[src/rtl/flag_interrupt_ctrl.sv]
// Interrupt sequencer: samples flags/IRQs, saves PC and flags, vectors to the handler,
// and restores both on RETI through the flag register's full-vector load path.
module flag_interrupt_ctrl #(
   parameter int               PCW        = 8,
   parameter int               NIRQ       = 4,
   parameter logic [PCW-1:0]   VEC_BASE   = 8'hF0,
   parameter int               VEC_STRIDE = 4
) (
   input  logic                clk,
   input  logic                reset,
   input  logic [7:0]          flags,
   input  logic [NIRQ-1:0]     irq_in,
   input  logic                reti,
   input  logic [PCW-1:0]      pc_in,
   output logic                stall,
   output logic                pc_load,
   output logic [PCW-1:0]      pc_out,
   output logic                flag_wr,
   output logic [7:0]          flag_value,
   output logic [NIRQ-1:0]     irq_ack,
   output logic                busy
);

   localparam int SELW = (NIRQ > 1) ? $clog2(NIRQ) : 1;

   localparam logic [2:0] ST_IDLE    = 3'd0;
   localparam logic [2:0] ST_SAVE    = 3'd1;
   localparam logic [2:0] ST_VECTOR  = 3'd2;
   localparam logic [2:0] ST_ACTIVE  = 3'd3;
   localparam logic [2:0] ST_RESTORE = 3'd4;

   logic [2:0]      state_reg, state_next;
   logic [NIRQ-1:0] pending_reg, pending_next;
   logic [NIRQ-1:0] req, sel_onehot, clr;
   logic [SELW-1:0] sel_reg, winner;
   logic [7:0]      saved_flags_reg;
   logic [7:0]      flag_hold_reg;
   logic [PCW-1:0]  saved_pc_reg;
   logic [PCW-1:0]  vec_addr;
   logic            unused_saved_hi;

   // Upper saved bits are overwritten on every write-back, so they are never read.
   assign unused_saved_hi = ^saved_flags_reg[7:5];

   assign req = pending_reg | irq_in;

   // Lowest set index wins: scan from the top so the last hit is the lowest.
   always_comb begin
      winner = '0;
      for (int i = NIRQ - 1; i >= 0; i--) begin
         if (req[i]) begin
            winner = SELW'(i);
         end
      end
   end

   generate
      for (genvar gi = 0; gi < NIRQ; gi++) begin : g_sel
         assign sel_onehot[gi] = (sel_reg == SELW'(gi));
      end
   endgenerate

   assign clr          = (state_reg == ST_SAVE) ? sel_onehot : '0;
   assign pending_next = (pending_reg & ~clr) | irq_in;
   assign vec_addr     = VEC_BASE + PCW'(32'(sel_reg) * 32'(VEC_STRIDE));

   always_comb begin
      state_next = state_reg;
      case (state_reg)
         ST_IDLE:    if (flags[4] && (req != '0)) state_next = ST_SAVE;
         ST_SAVE:    state_next = ST_VECTOR;
         ST_VECTOR:  state_next = ST_ACTIVE;
         ST_ACTIVE:  if (reti) state_next = ST_RESTORE;
         ST_RESTORE: state_next = ST_IDLE;
         default:    state_next = ST_IDLE;
      endcase
   end

   always_ff @(posedge clk) begin
      if (reset) begin
         state_reg       <= ST_IDLE;
         pending_reg     <= '0;
         saved_flags_reg <= 8'h20;
         saved_pc_reg    <= '0;
         sel_reg         <= '0;
         flag_hold_reg   <= 8'h20;
      end else begin
         state_reg     <= state_next;
         pending_reg   <= pending_next;
         flag_hold_reg <= flag_value;
         if ((state_reg == ST_IDLE) && (state_next == ST_SAVE)) begin
            saved_flags_reg <= flags;
            saved_pc_reg    <= pc_in;
            sel_reg         <= winner;
         end
      end
   end

   // Outputs depend on state and registers only; flag_value holds between writes.
   always_comb begin
      stall      = 1'b0;
      pc_load    = 1'b0;
      pc_out     = '0;
      flag_wr    = 1'b0;
      flag_value = flag_hold_reg;
      irq_ack    = '0;
      busy       = (state_reg != ST_IDLE);
      case (state_reg)
         ST_SAVE: begin
            stall   = 1'b1;
            irq_ack = sel_onehot;
         end
         ST_VECTOR: begin
            stall      = 1'b1;
            pc_load    = 1'b1;
            pc_out     = vec_addr;
            flag_wr    = 1'b1;
            flag_value = {2'b00, 1'b1, 1'b0, saved_flags_reg[3:0]};
         end
         ST_RESTORE: begin
            stall      = 1'b1;
            pc_load    = 1'b1;
            pc_out     = saved_pc_reg;
            flag_wr    = 1'b1;
            flag_value = {2'b00, 1'b1, saved_flags_reg[4:0]};
         end
         default: ;
      endcase
   end

endmodule

[config.mk]
export PLATFORM = sky130hd
export DESIGN_NAME = flag_interrupt_ctrl
export DESIGN_NICKNAME = d
export VERILOG_FILES = /design/src/rtl/flag_interrupt_ctrl.sv
export SDC_FILE = /design/constraint.sdc
export NUM_CORES = 1
export LEC_CHECK = 0
export BUFFER_PORTS_ARGS = -buffer_cell sky130_fd_sc_hd__buf_2
export CAP_MARGIN = 15
export CORE_MARGIN = 2
export CORE_UTILIZATION = 52
export CTS_CLUSTER_SIZE = 8
export DETAILED_ROUTE_END_ITERATION = 12
export PLACE_DENSITY = 0.83
export SLEW_MARGIN = 20
export SYNTH_ARGS = -nofsm -noshare
export SYNTH_HDL_FRONTEND = slang
export SYNTH_SLANG_ARGS = --single-unit
export TNS_END_PERCENT = 1
[constraint.sdc]
create_clock -name clk -period 3.25 [get_ports clk]
set_input_delay 0.975 -clock clk [delete_from_list [all_inputs] [get_ports clk]]
set_output_delay 0.975 -clock clk [all_outputs]
set_load 0.01 [all_outputs]
==> summary.md <==
| Metric | Value |
|---|---|
| Setup CP Type | reg -> out |
| Peak fanout along the critical path | 13 |
| Total clock sinks | 30 |
| CTS tree | yes |
| GPL Wtd Cong | roughly 0.76 |
| Worst-margin pin slew | around 0.59 ns |
| CP max stage delay | 0.56 ns |
| Num CTS Buffers | 5 |
| Worst path top cell family by delay | flip-flops |
| # setup viols final | 0 |
| Total routed wirelength | around 2900 um |
| Syn Inst Count | 156 |
| Final hold slack | 0.451 ns |
| Via/cell ratio | roughly 5.3 |
| Router iterations before antenna repair | 4 |
| Fin nets | 219 |
| CTS Buffer Depth | 2 |
| Grt ovf | 0 |
| Average size of a mapped cell | about 8.7 um2 |
| Starting DRC count in detailed routing | 20 |
| Setup Skew | between 0.006 and 0.007 ns |
| Sequential fraction of the synthesis area | between 40% and 50% |
| Tot GR Track Use | 22.5% |
| Crit end category | output pin |
| Syn. warnings | 0 |
| PortBufs | 43 |
| Post-DP HPWL | 2150 um |
| Cell breakdown of the critical path | nor2b_2 -> o21ba_4 -> mux2_2 -> buf_2 |
| Buf+Inv Stages, Crit Path | 1 |
| Most frequent cells in the layout | 43 x buf_2, 30 x dfxtp_1, 26 x nand2_1 |
| Synth Register Bits | 30 |
| Worst path required time | approximately 2.3 ns |
| Worst hold path type | reg -> reg |
| Fin crit period | 3.04 ns |
| Critical Path Source Type | flip-flop |
| Maxcap violations | 0 |
| Status | completed |
| Highest clock rate | between 300 and 400 MHz |
| Area growth syn-to-layout | 16.9% |
| Boundary Pins | 47 |
| Layout cells sized above 1 | ~33% |
| Initial antenna violation count | 0 |
| Via count | ~1200 |
| CORE AREA | between 2000 and 2500 um2 |
| Vias in the first global route | 1122 |
| Pin count of the biggest net entering global routing | 33 |
| Setup TNS | 0 ns |
| Post-route DRC | 0 |
| DR WL/cell | 13.0 um |
| Cts repair resizes | 0 |
| # H-tree levels | 2 |
| Post-CTS setup buffer count | 0 |
| CP arrival | just over 2 ns |
| Synth Cell Area | between 1000 and 1500 um2 |
| Layout fillers | 235 |
| Clock transition at the registers of the reported paths | about 0.09 ns |
| Clock latency on the worst-skew pair | roughly 0.33 ns |
| CTS hold repair buffers | 0 |
| Number of cell rows | 18 |
| Initial core utilization | between 50% and 60% |
| Slowest cell on the critical path | dfxtp_1 |
| PwrDens | around 480 nW/um2 |
| Lkg Pwr | about 0.74 nW |
| ANT cells | 0 |
| Post-synth net total | about 180 |
| Antenna viol nets, final | 0 |
| RSZ-0062 raised after global routing | false |
| Worst relative slew slack | between 60% and 70% |
| Die Area | about 3000 um2 |
| Die Width | about 55 um |
| Netlist cell types | 34 |
| First-pass GRT wire length | roughly 4700 um |
| Fin crit share | between 90 and 100% |
| Clock Tree Root | clkbuf_4 |
| Max-slew violation count | 0 |
| Fin. Hold Viols | 0 |
| Maximum vdd drop | ~0.00036 V |
| Die H | around 55 um |
| Commonest non-fill, non-tap cell in the layout | buf_2 |
Yosys cell counts (all sizes together):
cell type  number  area share [%]
nor2b           7             4.3
or4             2             1.7
o21a            1            0.55
nor3b           5             2.8
nor4b           1             1.7
or3             3             1.4
or2             1            0.46
nor2           14             3.9
nand2          26             7.2
clkbuf          3            0.83
a22oi           3             1.7
nand2b          3             1.4
o21ai           3             1.4
nor3            2            0.74
o311ai          1            0.64
nor4            1            0.46
o21ba           1             1.2
and3            3             1.4
or3b            1            0.64
a21oi          21             7.7
inv             5             1.4
a211oi          1            0.55
buf             9             5.6
and2b           2             1.1
dfxtp          30              44
nand4           1            0.46
o22ai           2            0.92
mux2            4             3.9
final timing paths:
check                                 startpoint                to  slack [ns]  cells after the start
worst max-delay path                state_reg[2]     flag_value[0]        0.21                      4
worst min-delay path            flag_hold_reg[5]  flag_hold_reg[5]        0.45                      1
worst max register to register      state_reg[0]        sel_reg[0]        1.31                      5
worst min register to register  flag_hold_reg[5]  flag_hold_reg[5]        0.45                      1
layout make-up:
cell class                 count  area, um2  share of cell area (%)
multi-input combinational    109        656                    41.2
sequential                    30        601                    37.8
timing repair buffer          45        230                    14.5
clock buffer                   5       37.5                    2.36
tap                           30       37.5                    2.36
inverter                       5       18.8                    1.18
clock inverter                 2       10.0                   0.629
per-stage QoR:
stage / total power [mW] / util [%] / instance area (um2) / std cells / setup WS, ns
finish: 0.761 / 64.2 / 1590 / 226 / 0.209
global route: 0.807 / 64.2 / 1590 / 226 / 0.0944
CTS: 0.768 / 64.1 / 1590 / 226 / 0.101
detailed placement: 0.570 / 62.2 / 1540 / 219 / 0.476
global placement: 0.561 / 62.2 / 1540 / 219 / 0.539
floorplan: 0.528 / - / 1360 / 156 / 0.942
worst register-to-register path, stage by stage (launching register included):
cell	delay (ns)
dfxtp_1	0.37
buf_4	0.19
nor4b_4	0.30
o21a_1	0.54
o311ai_0	0.29
a21oi_1	0.19
power by group:
part | internal, mW | switching (mW)
logic | 0.0652 | 0.0839
registers | 0.392 | 0.0202
clock network | 0.0775 | 0.123
logic make-up (layout without fill, tap and decap cells):
family,count (synthesis),after routing,synth area share (%)
AO/OA/AOI/OAI,33,33,14.6
buffers and inverters,17,57,7.82
flip-flops,30,30,44.2
multiplexers,4,4,3.86
AND/OR/NAND/NOR,72,72,29.5
layer usage:
metal  routed length [um]  part of all wire [%]  up-vias  GRT usage, %
met2                 1400                    48       41          38.3
met5                    0                     0        -             0
li1                     -                     -      607             -
met3                  181                   6.2        7          5.65
met4                   57                   1.9        0          13.0
met1                 1300                    44      535          25.5
Note: power is estimated with default switching activity, not from simulation.
